### src/rtl/stegano_pkg.sv
// Shared definitions for the LSB steganography embedder and extractor.
// Optional feature macro used by the extractor: STEG_PARITY_EN.
package stegano_pkg;

  localparam int PAYLOAD_W     = 128;
  localparam int BITS_PER_BYTE = 2;
  localparam int BYTE_W        = 8;

  // One payload bit pair travels in each stego byte.
  localparam int BEATS = PAYLOAD_W / BITS_PER_BYTE;

  // Beat counter must hold 0..BEATS inclusive, so it never wraps.
  localparam int CNT_W = $clog2(BEATS + 1);

  typedef enum logic [1:0] {
    IDLE,
    COLLECT,
    CHECK,
    DONE
  } stegano_rx_state_t;

endpackage

### src/rtl/stegano_lsb_shift.sv
// Payload reassembly shift register: each shift moves the register left by
// one bit pair and inserts the new pair at the LSB end, so the first pair
// shifted in ends up in the MSBs after BEATS shifts.
module stegano_lsb_shift
  import stegano_pkg::*;
(
  input  logic                     clk,
  input  logic                     rst,
  input  logic                     i_clear,
  input  logic                     i_shift,
  input  logic [BITS_PER_BYTE-1:0] i_bits,
  output logic [PAYLOAD_W-1:0]     o_q
);

  logic [PAYLOAD_W-1:0] r_q;

  // Clear on reset or frame start, otherwise shift in one pair per beat.
  always_ff @(posedge clk) begin
    // NOTE: sequential state uses non-blocking assignments so every register
    // samples the pre-edge values regardless of statement order.
    if (rst || i_clear) begin
      r_q <= '0;
    end else if (i_shift) begin
      r_q <= {r_q[PAYLOAD_W-BITS_PER_BYTE-1:0], i_bits};
    end
  end

  assign o_q = r_q;

endmodule

### src/rtl/stegano_extract.sv
// Receiver-side LSB steganography extractor: collects BEATS stego bytes,
// reassembles the secret payload from their two LSBs (MSB-first) and
// presents it once with a one-cycle payload_valid strobe.
// Optional feature macro: STEG_PARITY_EN (adds a CHECK state that accepts one
// extra beat carrying the XOR of all bit pairs and flags payload_err).
module stegano_extract
  import stegano_pkg::*;
(
  input  logic                 clk,
  input  logic                 rst,
  input  logic                 en,
  input  logic                 stego_valid,
  input  logic [BYTE_W-1:0]    stego_byte,
  output logic                 stego_ready,
  output logic [BYTE_W-1:0]    cover_out,
  output logic [PAYLOAD_W-1:0] payload,
  output logic                 payload_valid,
  output logic                 busy,
  output logic                 payload_err
);

  stegano_rx_state_t r_state;
  stegano_rx_state_t w_next;

  logic [CNT_W-1:0]         r_cnt;
  logic [BYTE_W-1:0]        r_cover;
  logic [PAYLOAD_W-1:0]     r_payload;
  logic [PAYLOAD_W-1:0]     w_shift_q;
  logic [PAYLOAD_W-1:0]     w_final;
  logic [BITS_PER_BYTE-1:0] w_pair;
  logic                     w_start;
  logic                     w_accept;
  logic                     w_collect_beat;
  logic                     w_last_beat;

  assign w_pair  = stego_byte[BITS_PER_BYTE-1:0];
  assign w_start = (r_state == IDLE) && en;

`ifdef STEG_PARITY_EN
  assign stego_ready = (r_state == COLLECT) || (r_state == CHECK);
`else
  assign stego_ready = (r_state == COLLECT);
`endif

  assign w_accept       = stego_valid && stego_ready;
  assign w_collect_beat = w_accept && (r_state == COLLECT);
  assign w_last_beat    = w_collect_beat && (r_cnt == CNT_W'(BEATS - 1));

  // The final pair lands in the shift register on the same edge that enters
  // DONE, so the payload register is loaded from the post-shift value.
  assign w_final = (r_state == COLLECT)
                 ? {w_shift_q[PAYLOAD_W-BITS_PER_BYTE-1:0], w_pair}
                 : w_shift_q;

  stegano_lsb_shift u_shift (
    .clk     (clk),
    .rst     (rst),
    .i_clear (w_start),
    .i_shift (w_collect_beat),
    .i_bits  (w_pair),
    .o_q     (w_shift_q)
  );

  // State register.
  always_ff @(posedge clk) begin
    if (rst) begin
      r_state <= IDLE;
    end else begin
      r_state <= w_next;
    end
  end

  // Next-state logic; en is only looked at in IDLE.
  always_comb begin
    // NOTE: the default assignment first keeps every path assigned, so no
    // latch is inferred for w_next.
    w_next = r_state;
    case (r_state)
      IDLE: begin
        if (en) w_next = COLLECT;
      end
      COLLECT: begin
`ifdef STEG_PARITY_EN
        if (w_last_beat) w_next = CHECK;
`else
        if (w_last_beat) w_next = DONE;
`endif
      end
      CHECK: begin
`ifdef STEG_PARITY_EN
        if (w_accept) w_next = DONE;
`else
        w_next = IDLE;
`endif
      end
      DONE:    w_next = IDLE;
      default: w_next = IDLE;
    endcase
  end

  // Beat counter, cover estimate and payload hold register.
  always_ff @(posedge clk) begin
    if (rst) begin
      r_cnt     <= '0;
      r_cover   <= '0;
      r_payload <= '0;
    end else begin
      if (w_start) begin
        r_cnt <= '0;
      end else if (w_collect_beat) begin
        r_cnt <= r_cnt + CNT_W'(1);
      end
      if (w_accept) begin
        r_cover <= {stego_byte[BYTE_W-1:BITS_PER_BYTE], {BITS_PER_BYTE{1'b0}}};
      end
      if (w_next == DONE) begin
        r_payload <= w_final;
      end
    end
  end

`ifdef STEG_PARITY_EN
  logic [BITS_PER_BYTE-1:0] r_parity;
  logic                     r_err;

  // Running XOR over all pairs, compared against the extra beat in CHECK.
  always_ff @(posedge clk) begin
    if (rst || w_start) begin
      r_parity <= '0;
      r_err    <= 1'b0;
    end else begin
      if (w_collect_beat) begin
        r_parity <= r_parity ^ w_pair;
      end
      if ((r_state == CHECK) && w_accept) begin
        r_err <= (w_pair != r_parity);
      end
    end
  end

  assign payload_err = r_err;
`else
  assign payload_err = 1'b0;
`endif

  assign cover_out     = r_cover;
  assign payload       = r_payload;
  assign payload_valid = (r_state == DONE);
  assign busy          = (r_state == COLLECT) || (r_state == CHECK);

endmodule

### config.mk
export PLATFORM = sky130hd
export DESIGN_NAME = stegano_extract
export DESIGN_NICKNAME = d
export VERILOG_FILES = /design/src/rtl/stegano_pkg.sv /design/src/rtl/stegano_lsb_shift.sv /design/src/rtl/stegano_extract.sv
export SDC_FILE = /design/constraint.sdc
export NUM_CORES = 1
export LEC_CHECK = 0
export BUFFER_PORTS_ARGS = -buffer_cell sky130_fd_sc_hd__buf_4
export CAP_MARGIN = 20
export CORE_UTILIZATION = 41
export CTS_BUF_LIST = sky130_fd_sc_hd__clkbuf_4
export CTS_CLUSTER_SIZE = 10
export DETAILED_ROUTE_END_ITERATION = 8
export GPL_TIMING_DRIVEN = 1
export PLACE_DENSITY_LB_ADDON = 0.1
export RECOVER_POWER = 50
export SLEW_MARGIN = 20
export SYNTH_ARGS = -nofsm -noshare
export SYNTH_HDL_FRONTEND = slang
export SYNTH_SLANG_ARGS = --single-unit
export TNS_END_PERCENT = 50
### constraint.sdc
create_clock -name clk -period 3.9 [get_ports clk]
set_input_delay 0.78 -clock clk [delete_from_list [all_inputs] [get_ports clk]]
set_output_delay 0.78 -clock clk [all_outputs]
set_load 0.005 [all_outputs]
==> results of run 1 <==
cell usage in the layout (no fill, tap or decap), types with 2 or more instances in the layout:
cell type	synthesis	final
ha_1	6	6
clkbuf_4	0	242
bufinv_16	0	2
a21oi_1	137	137
nand4_1	2	3
o22ai_1	117	117
nand2b_1	2	2
xor2_1	4	4
o21ai_0	2	2
inv_2	0	2
conb_1	1	3
o22ai_2	10	10
nor2_1	7	7
buf_4	8	17
diode_2	0	3
clkinv_1	0	10
dfxtp_1	271	271
inv_1	3	2
nand2_1	402	401
clkbuf_2	0	3
mux2i_1	127	127
buf_12	0	4
clkbuf_1	65	14
critical path: stages (launching register included):
cell and delay (ps):
dfxtp_1 310, inv_1 140, ha_1 280, nand4_1 220
nor4_4 420, o21ba_1 1140, buf_12 350, o22ai_1 120
sequential cells by signal, summed over array words and instances, names as in the netlist:
register     cells
r_state          2
payload        128
u_shift.o_q    128
r_cnt            7
cover_out        6
power by group through the flow:
| stage | sequential, mW | combinational [mW] | clock [mW] |
|---|---|---|---|
| CTS | 2.78 | 0.331 | 2.76 |
| floorplan | 2.84 | 0.250 | 0 |
| global placement | 2.84 | 0.330 | 0 |
| detailed placement | 2.84 | 0.331 | 0 |
| global route | 2.78 | 0.344 | 2.95 |
| finish | 2.78 | 0.318 | 2.66 |
worst paths after layout:
check / from / slack, ps / endpoint
setup / recovery: r_state[1] / 730 / payload[45]
hold / removal: stego_byte[6] / 380 / cover_out[6]
setup reg to reg: r_state[1] / 730 / payload[45]
hold reg to reg: cover_out[4] / 450 / cover_out[4]
area by class of cell:
class                   instances  area share
flip-flops and latches        271       0.427
multi-input cells             833       0.365
repair buffers                161      0.0945
clock buffers                 120      0.0708
well taps                     330      0.0325
clock inverters                15     0.00866
inverters                       3     0.00108
diodes                          3    0.000590
cells by family after synthesis:
group                    share of synthesized area
other                                     0.000356
buffers and inverters                       0.0457
multiplexers                                 0.121
XOR/XNOR                                   0.00416
AO/OA/AOI/OAI                                0.152
adder cells (fa/ha/maj)                    0.00713
AND/OR/NAND/NOR                              0.155
flip-flops                                   0.515
routing by layer:
| layer | vias to the layer above | global-route usage |
|---|---|---|
| met5 | - | 0 |
| met4 | 0 | 0.0708 |
| met3 | 25 | 0.0449 |
| met2 | 196 | 0.295 |
| met1 | 4031 | 0.249 |
| li1 | 4456 | - |
metrics by stage:
stage	hold slack (ps)	cell area [um^2]	setup WS, ps	power [mW]
global placement	442	11800	1120	3.17
CTS	321	12800	860	5.87
floorplan	436	10500	1910	3.09
global route	341	12700	465	6.07
detailed placement	450	11800	1110	3.17
finish	384	12700	730	5.76
==> qor.csv, run 1 <==
stage;metric;value;unit
sta;FMAX;315;MHz
hold_path;hold depth;3;
yosys;post-synthesis sequential area ratio;0.515;
routing;Detailed Route Iter0 Violations;423;
critical_path;required time of the critical path;4390;ps
outcome;failing checks;max-capacitance violations, max-slew violations;
cells_and_area;# fillers;2498;
yosys;asr flop ratio synth;0;
routing;drc violations;0;
power;share of power burned in the clock network;0.462;
sta;fin crit share;0.813;
floorplan;# IOs;152;
yosys;Post-Syn Area;10500;um^2
critical_path;worst path arrival time;3660;ps
run;MaxCap Viol Count;1;
placement;routability cong.;0.710;
yosys;Top FF cell, synth;dfxtp_1;
grt;initial antenna violation count;1;
grt;largest net degree at the start of global routing;107;
grt;GRT Overall Usage;0.188;
yosys;top cell type by total area after synthesis;dfxtp_1;
floorplan;Initial Util;0.418;
routing;WL met1;11.8;mm
clock_network;clk_lat worst skew;650;ps
clock_network;clk sinks;271;
sta;Max Clock Skew;28.3;ps
routing;WL final;24.9;mm
yosys;Post-synth EDFFs;0;
grt;first-pass GRT wire length;40.7;mm
routing;Max Used Layer;met4;
critical_path;Crit Path Max Fanout;56;
sta;Fin. Hold Viols;0;
floorplan;CORE AREA;25200;um^2
yosys;most instantiated cells after synthesis;nand2_1, dfxtp_1, a21oi_1, mux2i_1, o22ai_1;
grt;vias in the first global route;8196;
hold_path;hold crit path type;input pin to flip-flop;
cells_and_area;Finished Core Util;0.505;
clock_network;H-tree Lvls;3;
power;Net Switching;1.36;mW
clock_network;CTS hold repair buffers;0;
clock_network;number of setup buffers added after CTS;0;
floorplan;Die Y-Extent;162;um
clock_network;CTS Buf Count;76;
cells_and_area;area growth from synthesis to layout;20.7;%
sta;# setup viols final;0;
critical_path;crit start category;flip-flop;
yosys;top post-synthesis cells by area;dfxtp_1, nand2_1, mux2i_1;
sta;Final min period;3170;ps
sta;Worst Tran Pin Value;1520;ps
clock_network;post-CTS sizing;0;
clock_network;Longest Clk Path Bufs;3;
floorplan;die area;26300;um^2
sta;setup TNS;0;ps
routing;routed wl met2;11.3;mm
clock_network;Reg clk slew, reported paths;60;ps
critical_path;CP Capture Type;flip-flop;
routing;post-DR wirelength/cell;14.3;um
routing;Via Count;8708;
cells_and_area;share of cells above drive strength 1;0.205;
sta;unrepaired setup endpoints after global routing;no;
power;PwrDens;452;nW/um^2
critical_path;kind of critical path;flip-flop to flip-flop;
routing;drt first pass iters;6;
placement;Final HPWL DP;14.0;mm
clock_network;TritonCTS clock tree;built;
grt;global route total overflow;0;
yosys;synthesized flop and latch total;271;
power;maximum vdd drop;285;uV
power;Logic pwr share;0.055;
yosys;synth warn;0;
power;LEAKAGE;4.55;nW
sta;max-slew violations;75;
power;switching share of power;0.237;
power;sequential share of power;0.483;
power;Power Internal;4.39;mW
outcome;outcome;complete, but fails checks;
cells_and_area;Cell Count, Final, Fillers Out;1736;
placement;Placed Cells;1598;
clock_network;root buf cell;clkbuf_4;
sta;Max transition margin;-0.0141;
cells_and_area;Multi-input gate area;4650;um^2
yosys;count of cell types in the netlist;33;
routing;Via density;5.02;
yosys;Mean Syn Cell Area;8.71;um^2
floorplan;Horiz. Die Dim;162;um
routing;Post-DRT Antenna Nets;0;
yosys;Post-Synthesis Cells;1209;
critical_path;FF-to-FF path depth;7;
placement;PortBufs;148;
floorplan;# rows;58;
cells_and_area;Final nets;1364;
yosys;top cell type's share of synthesized area;0.515;
cells_and_area;register area;5430;um^2
yosys;count leader, synth;nand2_1;
routing;met3 wire length;1.40;mm
(Power assumes the default switching activity.)
==> run 2: changes to the inputs <==
==> constraint.sdc (replaced) <==
create_clock -name clk -period 2.9 [get_ports clk]
set_input_delay 0.58 -clock clk [delete_from_list [all_inputs] [get_ports clk]]
set_output_delay 0.58 -clock clk [all_outputs]
set_load 0.005 [all_outputs]
==> qor.csv, run 2 (synthesized netlist as in run 1, its figures left out) <==
stage;metric;value;unit;change
outcome;outcome;complete, no violations;;
floorplan;Horiz. Die Dim;162;um;unchanged
clock_network;root buf cell;clkbuf_4;;
clock_network;Longest Clk Path Bufs;3;;unchanged
sta;Hold Worst Slack;146;ps;-238 ps
critical_path;required time of the critical path;2320;ps;-2070 ps
power;PwrDens;610;nW/um^2;+35%
routing;drt first pass iters;5;;-1
critical_path;kind of critical path;flip-flop to output pin;;
sta;unrepaired setup endpoints after global routing;no;;
sta;Final min period;2650;ps;
grt;first-pass GRT wire length;41.9;mm;+2.9%
hold_path;hold crit path type;input pin to flip-flop;;
clock_network;clk_lat worst skew;680;ps;+30 ps
routing;drc violations;0;;unchanged
cells_and_area;commonest non-fill, non-tap cell in the layout;nand2_1;;
sta;setup TNS;0;ps;unchanged
clock_network;TritonCTS clock tree;built;;
sta;fin crit share;0.913;;
clock_network;H-tree Lvls;3;;unchanged
grt;global route total overflow;0;;unchanged
placement;Placed Cells;1604;;+0.38%
cells_and_area;Cell Count, Final, Fillers Out;1731;;-0.29%
cells_and_area;register area;5430;um^2;unchanged
critical_path;CP Capture Type;output pin;;
clock_network;CTS hold repair buffers;0;;unchanged
clock_network;post-CTS sizing;0;;unchanged
sta;Worst Tran Pin Value;1050;ps;-476 ps
cells_and_area;# fillers;2531;;+1.3%
sta;FMAX;377;MHz;
routing;Via Count;8745;;+0.42%
placement;post-place setup slack;517;ps;-592 ps
placement;Placement Cell Area;11900;um^2;+0.88%
sta;Max Clock Skew;33.5;ps;+5.18 ps
placement;Final HPWL DP;14.6;mm;+4.1%
clock_network;CTS Buf Count;73;;-3.9%
placement;routability cong.;0.723;;+1.9%
critical_path;crit path from;r_state[1];;
cells_and_area;Final nets;1367;;+0.22%
routing;Via density;5.05;;+0.71%
cells_and_area;area growth from synthesis to layout;20.9;%;
cells_and_area;Finished Core Util;0.506;;+0.000695
sta;max-slew violations;0;;-100%
cells_and_area;most frequent cells in the layout;nand2_1, dfxtp_1, clkbuf_4;;
sta;worst setup margin;251;ps;-479 ps
cells_and_area;Multi-input gate area;4640;um^2;about the same
cells_and_area;share of cells above drive strength 1;0.198;;-0.00713
routing;WL final;25.5;mm;+2.6%
floorplan;die area;26300;um^2;unchanged
placement;PortBufs;148;;unchanged
clock_network;clk sinks;271;;unchanged
critical_path;r2r startpoint;r_state[0];;
grt;initial antenna violation count;3;;+2
critical_path;worst path arrival time;2070;ps;-1590 ps
sta;Max transition margin;0.303;;+0.317
power;LEAKAGE;4.53;nW;-0.31%
grt;vias in the first global route;8237;;+0.50%
critical_path;Crit Path Max Fanout;36;;-36%
clock_network;Reg clk slew, reported paths;60;ps;about the same
power;Tot Pwr;7.78;mW;+35%
cells_and_area;Design Area, Final;12700;um^2;+0.14%
routing;Post-DRT Antenna Nets;0;;unchanged
routing;post-DR wirelength/cell;14.7;um;+2.9%
floorplan;CORE AREA;25200;um^2;unchanged
floorplan;# rows;58;;unchanged
floorplan;# IOs;152;;unchanged
power;maximum vdd drop;278;uV;-2.5%
sta;Fin. Hold Viols;0;;unchanged
grt;largest net degree at the start of global routing;94;;-12%
critical_path;crit start category;flip-flop;;
run;MaxCap Viol Count;0;;-1
routing;Detailed Route Iter0 Violations;588;;+39%
grt;GRT Overall Usage;0.194;;+0.00555
hold_path;Worst Min Path Start;stego_byte[5];;
sta;# setup viols final;0;;unchanged
clock_network;number of setup buffers added after CTS;0;;unchanged
floorplan;Initial Util;0.418;;unchanged
floorplan;Die Y-Extent;162;um;unchanged
## run 2: cell count changes in the layout (fill, tap and decap cells not counted), sizes merged
cell and delta:
clkbuf -14, buf +8, bufinv +2, inv -1
## run 2: path summary, 6_finish.rpt
check            endpoint  slack [ps]  cells past startpoint
max           stego_ready         250                      4
min          cover_out[5]         150                      3
max reg2reg  payload[114]         260                      7
min reg2reg  cover_out[5]         450                      2
## run 2: worst max-delay path, cell delays in order (launching register included)
cell,delay (ps)
dfxtp_1,310
inv_1,160
ha_4,190
buf_4,500
buf_4,220
## run 2: cell type report
cell class                      instances  share of cell area
Clock buffer                          108              0.0637
Inverter                                3             0.00108
Antenna cell                            3            0.000589
Timing Repair Buffer                  167              0.0987
Clock inverter                         16              0.0131
Tap cell                              330              0.0324
Multi-Input combinational cell        833               0.365
Sequential cell                       271               0.426
## run 2: report_power, final
group / total [mW] / switching (mW) / internal (mW)
logic: 0.444 / 0.303 / 0.142
registers: 3.74 / 0.00677 / 3.73
clock network: 3.60 / 1.55 / 2.05
total: 7.78 / 1.86 / 5.92
## run 2: metal layers
| layer | vias to the layer above | track usage | part of all wire |
|---|---|---|---|
| li1 | 4456 | - | - |
| met2 | 200 | 0.291 | 0.45 |
| met3 | 39 | 0.0534 | 0.058 |
| met5 | - | 0 | 0 |
| met4 | 0 | 0.0755 | 0.016 |
| met1 | 4050 | 0.262 | 0.47 |
==> run 3: changes to the inputs <==
==> constraint.sdc (replaced) <==
create_clock -name clk -period 2.9 [get_ports clk]
set_input_delay 0.435 -clock clk [delete_from_list [all_inputs] [get_ports clk]]
set_output_delay 0.435 -clock clk [all_outputs]
set_load 0.005 [all_outputs]
==> qor.csv, run 3 (synthesized netlist as in run 1, its figures left out) <==
stage;metric;value;unit;change
outcome;outcome;complete, no violations;;
routing;WL final;25.4;mm;-0.54%
sta;unrepaired setup endpoints after global routing;no;;
sta;Worst Tran Pin Value;852;ps;-193 ps
sta;setup TNS;0;ps;unchanged
placement;routability cong.;0.695;;-3.8%
placement;PortBufs;148;;unchanged
cells_and_area;Cell Count, Final, Fillers Out;1729;;-0.12%
sta;max-slew violations;0;;unchanged
placement;Placed Cells;1602;;-0.12%
clock_network;TritonCTS clock tree;built;;
grt;GRT Overall Usage;0.193;;-0.000354
clock_network;CTS hold repair buffers;8;;+8
critical_path;R2R Setup Slk;450;ps;+190 ps
power;Net Switching;1.79;mW;-3.7%
power;share of power burned in the clock network;0.432;;-0.030
sta;Final min period;2450;ps;-198 ps
clock_network;H-tree Lvls;3;;unchanged
clock_network;post-CTS sizing;0;;unchanged
power;LEAKAGE;4.50;nW;-0.70%
sta;worst setup margin;449;ps;+198 ps
power;sequential share of power;0.507;;+0.026
floorplan;Die Y-Extent;162;um;unchanged
cells_and_area;Final nets;1374;;+0.51%
sta;Hold Worst Slack;73.0;ps;-73.1 ps
floorplan;Horiz. Die Dim;162;um;unchanged
cells_and_area;share of cells above drive strength 1;0.192;;-0.00572
critical_path;crit start category;flip-flop;;
floorplan;CORE AREA;25200;um^2;unchanged
power;maximum vdd drop;245;uV;-12%
critical_path;kind of critical path;flip-flop to flip-flop;;
critical_path;r2r startpoint;r_state[0];;
clock_network;CTS Buf Count;74;;+1.4%
critical_path;FF-to-FF path depth;7;;unchanged
clock_network;clk_lat worst skew;650;ps;-30 ps
routing;Via density;5.07;;+0.42%
clock_network;root buf cell;clkbuf_4;;
floorplan;# IOs;152;;unchanged
critical_path;CP Capture Point;payload[122];;
routing;Via Count;8772;;+0.31%
critical_path;worst path arrival time;2910;ps;+840 ps
clock_network;clk sinks;271;;unchanged
sta;Fin. Hold Viols;0;;unchanged
run;MaxCap Viol Count;0;;unchanged
routing;Detailed Route Iter0 Violations;483;;-18%
critical_path;CP Capture Type;flip-flop;;
power;Logic pwr share;0.062;;+0.005
power;PwrDens;583;nW/um^2;-4.5%
power;Tot Pwr;7.38;mW;-5.1%
routing;post-DR wirelength/cell;14.7;um;-0.43%
placement;Final HPWL DP;14.7;mm;+0.35%
clock_network;Longest Clk Path Bufs;3;;unchanged
grt;largest net degree at the start of global routing;80;;-15%
cells_and_area;most frequent cells in the layout;nand2_1, dfxtp_1, clkbuf_4;;
grt;initial antenna violation count;1;;-2
clock_network;Reg clk slew, reported paths;60;ps;about the same
cells_and_area;area growth from synthesis to layout;20.1;%;
critical_path;Crit Path Max Fanout;79;;+120%
grt;first-pass GRT wire length;41.7;mm;-0.35%
grt;global route total overflow;0;;unchanged
sta;Max transition margin;0.432;;+0.129
floorplan;die area;26300;um^2;unchanged
cells_and_area;commonest non-fill, non-tap cell in the layout;nand2_1;;
floorplan;# rows;58;;unchanged
critical_path;crit path from;r_state[0];;
routing;drt first pass iters;6;;+1
power;switching share of power;0.242;;+0.00362
clock_network;number of setup buffers added after CTS;0;;unchanged
power;Power Internal;5.59;mW;-5.6%
placement;post-place setup slack;507;ps;-9.80 ps
critical_path;r2r endpoint;payload[122];;
floorplan;Initial Util;0.418;;unchanged
routing;Post-DRT Antenna Nets;0;;unchanged
sta;fin crit share;0.845;;-0.0684
hold_path;Worst Min Path Start;rst;;
critical_path;required time of the critical path;3360;ps;+1040 ps
hold_path;hold crit path type;input pin to flip-flop;;
sta;FMAX;408;MHz;+8.1%
grt;vias in the first global route;8346;;+1.3%
routing;drc violations;0;;unchanged
sta;# setup viols final;0;;unchanged
sta;Max Clock Skew;38.6;ps;+5.11 ps
-- run 3: changes by cell type in the layout (fill, tap and decap cells not counted), moves of 2 or more --
cell           delta
o22ai_1           +3
buf_8             -2
o22ai_2           -3
dlygate4sd3_1     +8
clkinv_1          -4
diode_2           -2
bufinv_16         -4
-- run 3: worst min path at each step --
stage                  endpoint  slack [ps]  depth (start not counted)
2_1_floorplan  u_shift.o_q[126]         440                          2
3_3_place_gp   u_shift.o_q[126]         440                          2
3_5_place_dp       cover_out[2]         460                          2
4_1_cts            cover_out[6]           7                          2
5_1_grt            cover_out[3]          20                          2
6_report           cover_out[6]          70                          2
-- run 3: cell type report --
type / instances / area, um^2
Antenna cell: 1 / 2.50
Clock buffer: 110 / 826
Clock inverter: 8 / 30.0
Fill cell: 2517 / 12500
Inverter: 3 / 13.8
Multi-Input combinational cell: 833 / 4620
Sequential cell: 271 / 5430
Tap cell: 330 / 413
Timing Repair Buffer: 173 / 1320
-- run 3: worst max-delay path: stages (launching register included) --
cell,delay (ps)
dfxtp_1,450
inv_1,100
ha_1,250
nand2b_1,210
a21oi_1,390
o21ba_4,190
buf_6,510
o22ai_1,160
-- run 3: metal layers --
layer  up-vias  GRT usage  routed length [um]
met5         -          0                   0
met4         0     0.0673                 453
met3        44     0.0516                1440
li1       4443          -                   -
met2       193      0.311               11700
met1      4092      0.249               11800
-- run 3: power groups by stage --
stage / clock [mW] / sequential (mW) / combinational (mW)
2_1_floorplan: 0 / 3.82 / 0.336
3_3_place_gp: 0 / 3.82 / 0.458
3_5_place_dp: 0 / 3.82 / 0.458
4_1_cts: 3.31 / 3.74 / 0.467
5_1_grt: 3.52 / 3.73 / 0.489
6_report: 3.18 / 3.74 / 0.454
-- run 3: stage by stage --
step,util,instance area [um^2]
3_3_place_gp,0.471,11900
3_5_place_dp,0.471,11900
4_1_cts,0.508,12800
6_report,0.503,12700
5_1_grt,0.503,12700
2_1_floorplan,-,10500
